<file path="src/rtl/tri_bus_pkg.sv">
// Shared types, width helper and default parameters for the tri-state bus arbiter.
package tri_bus_pkg;

  localparam int unsigned N_CH_DEF     = 4;
  localparam int unsigned W_DEF        = 8;
  localparam int unsigned MAX_HOLD_DEF = 4;
  localparam int unsigned TURN_CYC_DEF = 1;

  typedef enum logic [1:0] {
    IDLE = 2'd0,
    OWN  = 2'd1,
    TURN = 2'd2
  } state_e;

  // Bits needed to hold values 0..v-1.
  function automatic int unsigned clog2(input int unsigned v);
    int unsigned r;
    r = 0;
    while ((32'd1 << r) < v) r++;
    return r;
  endfunction

endpackage

</file>
<file path="src/rtl/tri_bus_arbiter_rr_pick.sv">
// Combinational round-robin picker: first set request scanning ptr+1, ptr+2, ... modulo N_CH.
module rr_pick
  import tri_bus_pkg::*;
#(
  parameter  int unsigned N_CH = N_CH_DEF,
  localparam int unsigned PW   = clog2(N_CH)
) (
  input  logic [N_CH-1:0] req,
  input  logic [PW-1:0]   ptr,
  output logic            any,
  output logic [PW-1:0]   idx
);

  logic [PW-1:0] cand;

  always_comb begin
    any  = 1'b0;
    idx  = '0;
    cand = '0;
    for (int unsigned k = 1; k <= N_CH; k++) begin
      cand = PW'((32'(ptr) + k) % N_CH);
      if (!any && req[cand]) begin
        any = 1'b1;
        idx = cand;
      end
    end
  end

endmodule

</file>
<file path="src/rtl/tri_bus_arbiter.sv">
// Round-robin burst arbiter driving complementary tri-state enables, with hold limit,
// dead turnaround cycles between owners and a registered snapshot of the owner's data.
module tri_bus_arbiter
  import tri_bus_pkg::*;
#(
  parameter  int unsigned N_CH     = N_CH_DEF,
  parameter  int unsigned W        = W_DEF,
  parameter  int unsigned MAX_HOLD = MAX_HOLD_DEF,
  parameter  int unsigned TURN_CYC = TURN_CYC_DEF,
  localparam int unsigned PW       = clog2(N_CH)
) (
  input  logic              clk,
  input  logic              rst_n,
  input  logic [N_CH-1:0]   req,
  input  logic [N_CH-1:0]   last,
  input  logic [N_CH*W-1:0] din,
  output logic [N_CH-1:0]   bus_e,
  output logic [N_CH-1:0]   bus_ne,
  output logic [PW-1:0]     bus_owner,
  output logic [W-1:0]      bus_q,
  output logic              bus_valid
);

  localparam int unsigned   CW       = clog2(MAX_HOLD + 1);
  localparam int unsigned   TW       = clog2(TURN_CYC + 1);
  localparam logic [CW-1:0] HOLD_MAX = CW'(MAX_HOLD);
  localparam logic [TW-1:0] TURN_MAX = TW'(TURN_CYC);

  state_e          state_q, state_d;
  logic [N_CH-1:0] bus_e_q, bus_e_d;
  logic [PW-1:0]   owner_q, owner_d;
  logic [PW-1:0]   ptr_q, ptr_d;
  logic [CW-1:0]   cnt_q, cnt_d;
  logic [TW-1:0]   tcnt_q, tcnt_d;
  logic [W-1:0]    data_q, data_d;
  logic            valid_q, valid_d;

  logic            pick_any;
  logic [PW-1:0]   pick_idx;
  logic            own_req;
  logic            rel;
  logic [W-1:0]    din_a [N_CH];

  for (genvar i = 0; i < N_CH; i++) begin : g_lane
    assign din_a[i] = din[i*W +: W];
  end

  rr_pick #(.N_CH(N_CH)) u_pick (
    .req (req),
    .ptr (ptr_q),
    .any (pick_any),
    .idx (pick_idx)
  );

  assign own_req = req[owner_q];
  // last, dropped request and hold limit collapse into one release
  assign rel     = last[owner_q] || !own_req || (cnt_q == HOLD_MAX);

  always_comb begin
    state_d = state_q;
    bus_e_d = bus_e_q;
    owner_d = owner_q;
    ptr_d   = ptr_q;
    cnt_d   = cnt_q;
    tcnt_d  = tcnt_q;
    data_d  = data_q;
    valid_d = 1'b0;
    case (state_q)
      IDLE: begin
        if (pick_any) begin
          state_d = OWN;
          bus_e_d = N_CH'(1) << pick_idx;
          owner_d = pick_idx;
          ptr_d   = pick_idx;
          cnt_d   = CW'(1);
        end
      end
      OWN: begin
        if (own_req) begin
          data_d  = din_a[owner_q];
          valid_d = 1'b1;
        end
        if (rel) begin
          state_d = TURN;
          bus_e_d = '0;
          tcnt_d  = TW'(1);
        end else begin
          cnt_d = cnt_q + CW'(1);
        end
      end
      TURN: begin
        if (tcnt_q < TURN_MAX) begin
          tcnt_d = tcnt_q + TW'(1);
        end else if (pick_any) begin
          state_d = OWN;
          bus_e_d = N_CH'(1) << pick_idx;
          owner_d = pick_idx;
          ptr_d   = pick_idx;
          cnt_d   = CW'(1);
        end else begin
          state_d = IDLE;
        end
      end
      default: begin
        state_d = IDLE;
        bus_e_d = '0;
      end
    endcase
  end

  always_ff @(posedge clk or negedge rst_n) begin
    if (!rst_n) begin
      state_q <= IDLE;
      bus_e_q <= '0;
      owner_q <= '0;
      ptr_q   <= PW'(N_CH - 1);
      cnt_q   <= '0;
      tcnt_q  <= '0;
      data_q  <= '0;
      valid_q <= 1'b0;
    end else begin
      state_q <= state_d;
      bus_e_q <= bus_e_d;
      owner_q <= owner_d;
      ptr_q   <= ptr_d;
      cnt_q   <= cnt_d;
      tcnt_q  <= tcnt_d;
      data_q  <= data_d;
      valid_q <= valid_d;
    end
  end

  assign bus_e     = bus_e_q;
  assign bus_ne    = ~bus_e_q;
  assign bus_owner = owner_q;
  assign bus_q     = data_q;
  assign bus_valid = valid_q;

endmodule

</file>
<file path="config.mk">
export PLATFORM = sky130hd
export DESIGN_NAME = tri_bus_arbiter
export DESIGN_NICKNAME = d
export VERILOG_FILES = /design/src/rtl/tri_bus_pkg.sv /design/src/rtl/tri_bus_arbiter_rr_pick.sv /design/src/rtl/tri_bus_arbiter.sv
export SDC_FILE = /design/constraint.sdc
export NUM_CORES = 1
export LEC_CHECK = 0
export CORE_AREA = 5 5 64 66
export DETAILED_ROUTE_END_ITERATION = 6
export DIE_AREA = 0 0 69 71
export GPL_TIMING_DRIVEN = 0
export PLACE_DENSITY = 0.86
export SKIP_LAST_GASP = 1
export SLEW_MARGIN = 10
export SYNTH_ARGS = -nofsm -noshare
export SYNTH_HDL_FRONTEND = slang
export SYNTH_SLANG_ARGS = --single-unit
</file>
<file path="constraint.sdc">
create_clock -name clk -period 1.9 [get_ports clk]
set_input_delay 0.38 -clock clk [delete_from_list [all_inputs] [get_ports clk]]
set_output_delay 0.38 -clock clk [all_outputs]
set_load 0.02 [all_outputs]
</file>
==> flow_metrics.py <==
metrics = {
    "final_layout": {
        "fin_nets": 214,
        "syn_to_final_growth_pct": 50.8,
        "num-fill-cells": 324,
        "fin_util_pct": 58.0,
        "fin_area_um2": 2040,
        "final_layout_size_suffix_gt1_share_pct": 18.3,
        "diodes": 0,
    },
    "power_and_ir_drop": {
        "p_clk_share_pct": 7.6,
        "p_leak_nw": 0.839,
        "combPwrFrac_pct": 61.7,
        "power-per-cell-area_nw_per_um2": 1450,
        "ir_drop_v": 0.000947,
        "switchingPower_mw": 1.18,
        "power_frac_seq_pct": 30.7,
        "switching_share_pct": 39.9,
        "finalPower_mw": 2.96,
        "intPower_mw": 1.78,
    },
    "cts": {
        "clk_pin_slew_ns": 0.13,
        "h-tree-depth": 1,
        "cts_hold_buf": 0,
        "cts_made_buffers": 3,
        "cts_resized": 0,
        "cts_tree": "yes",
        "clk_latency_ns": 0.31,
        "clkSinkCount": 23,
        "cts_setup_buffers": 0,
        "cts_root_buf": "clkbuf_4",
        "clockBufferDepth": 2,
    },
    "place": {
        "dpl.hpwl_um": 3100,
        "dpl_cell_area_um2": 2010,
        "finalWeightedCongestion": 0.778,
        "io_buffers": 60,
    },
    "die": {
        "die_x_um": 69,
        "row_count": 22,
        "die-area_um2": 4900,
        "die_h_um": 71,
        "core_area_um2": 3520,
        "start_util_pct": 38.4,
        "boundaryPins": 61,
    },
    "run_status": {
        "status": "completed",
    },
    "global_route": {
        "grt_max_degree": 24,
        "grt_pass1_vias": 1276,
        "grt_first_pass_wirelength_um": 6240,
        "track_usage_pct": 15.9,
        "grt.overflow.total": 0,
        "antenna_found_initial": 0,
    },
    "critical_path": {
        "r2r_slack_ns": 0.11,
        "r2r_end": "bus_q[2]",
        "cp.arrival_ns": 2.07,
        "cp_data_required_time_ns": 2.11,
        "r2r_cells": 4,
        "path_class": "in2reg",
        "rr_startpoint": "bus_owner[1]",
        "startpoint": "req[1]",
        "critPathCaptureType": "register",
        "path_max_fanout": 7,
        "critPathLaunchType": "input pin",
        "crit_end": "bus_owner[0]",
    },
    "timing": {
        "period_share_pct": 98.0,
        "setup-violations-final": 0,
        "fin_crit_ns": 1.86,
        "relSlewSlack_pct": 30.0,
        "fmax_mhz": 537,
        "tightest_slew_ns": 1.05,
        "slew_viol_final": 0,
        "rsz0062_at_grt": "false",
        "tns_ns": 0,
        "fin_skew_ns": 0.00287,
        "finalHoldViolCount": 0,
        "hold_ws_ns": 0.496,
    },
    "route": {
        "initialDrtViolationCount": 71,
        "vias": 1130,
        "totalWireLength_um": 3750,
        "wl_per_cell_um": 17.3,
        "drtAntennaViolNets": 0,
        "via_per_inst": 5.21,
        "drt_first_pass_iters": 4,
        "drc": 0,
    },
    "synth": {
        "ys_seq_area_share_pct": 42.7,
        "synth_top_cells_by_area": "dfrtp_1, mux4_2, mux2_1",
        "synth_top_area_share_pct": 38.8,
        "syn_area_um2": 1350,
        "synth_top_area_cell": "dfrtp_1",
        "synth_edf_count": 0,
        "synthCells": 105,
        "synth_seq_cells": 23,
        "yosysMostFrequentCell": "dfrtp_1",
        "ys_warn_count": 0,
        "ys_top_cells_by_count": "dfrtp_1, mux4_2, a21oi_1, inv_1",
        "dominantRegCellSynth": "dfrtp_1",
        "synthesis.nets": 149,
        "synth.avg_cell_area_um2": 12.9,
        "ys_async_sr_fraction_pct": 100,
        "synth_cell_types": 40,
    },
    "worst_hold_path": {
        "min_path_type": "reg2reg",
    },
    "run": {
        "drv_cap": 0,
    },
}
[cell type report]
type                    instances  area, µm²  share of cell area [%]
clock inverters                 1       5.00                   0.245
repair buffers                 60        601                    29.4
flip-flops and latches         23        578                    28.3
multi-input cells              72        719                    35.2
inverters                       6       22.5                    1.10
plain buffers                   4       33.8                    1.65
clock buffers                   3       22.5                    1.10
well taps                      48       60.1                    2.94
[worst max-delay path, stage by stage]
cell and delay [ns]:
clkdlybuf4s50_1 0.48, or4_4 0.58, and3b_4 0.21, buf_6 0.13, mux2_4 0.29
[cells in the final DEF, fill, tap and decap left out, types with 3 or more instances in the layout]
cell type	netlist	layout
a21oi_1	6	6
inv_1	6	6
mux2i_1	5	5
mux2_1	5	5
dfrtp_1	21	21
clkbuf_4	1	4
mux2_2	5	5
mux4_2	8	8
a21o_1	3	3
nor2b_1	3	3
clkdlybuf4s50_1	0	60
a22o_1	3	3
[metrics by stage]
stage | std cells | worst slack, ns
after floorplan | 105 | 0.150
after global routing | 217 | 0.0197
final | 217 | 0.0384
after CTS | 217 | 0.0498
after detailed placement | 213 | -0.291
after global placement | 213 | -0.265
[state kept, by name, summed over array words and instances (netlist names)]
name / count
bus_q: 8
bus_valid: 1
bus_e: 4
ptr_q: 2
cnt_q: 3
bus_owner: 2
state_q: 2
tcnt_q: 1
[power groups by stage]
stage          logic, mW  clock network, mW  registers, mW
2_1_floorplan      0.981                  0           1.06
3_3_place_gp        1.76                  0          0.893
3_5_place_dp        1.84                  0          0.921
4_1_cts             1.85              0.236          0.911
5_1_grt             1.96              0.258          0.949
6_report            1.83              0.226          0.909
[worst min-delay path by stage]
| stage | from | to | slack (ns) | depth (start not counted) |
|---|---|---|---|---|
| after floorplan | rst_n | bus_e[0] | 0.08 | 0 |
| after global placement | tcnt_q | state_q[1] | 0.47 | 1 |
| after detailed placement | tcnt_q | state_q[1] | 0.48 | 1 |
| after CTS | tcnt_q | state_q[1] | 0.50 | 1 |
| after global routing | tcnt_q | state_q[1] | 0.52 | 1 |
| final | tcnt_q | state_q[1] | 0.50 | 1 |
[routing by layer]
layer  track usage [%]  up-vias  part of all wire [%]
met1              16.5      570                    38
met4              4.56        0                   1.7
met5                 0        -                     0
met2              32.4       27                    58
met3              2.41        6                   2.6
li1                  -      527                     -
[cell families after synthesis]
family                     Yosys count  synth area share [%]
and+or+nand+nor                     22                  11.2
buffers and inverters               10                  4.16
DFF                                 23                  42.7
AOI/OAI and AO/OA                   23                  12.6
muxes                               25                  27.5
adders and majority gates            2                  1.85
(Power assumes the default switching activity.)
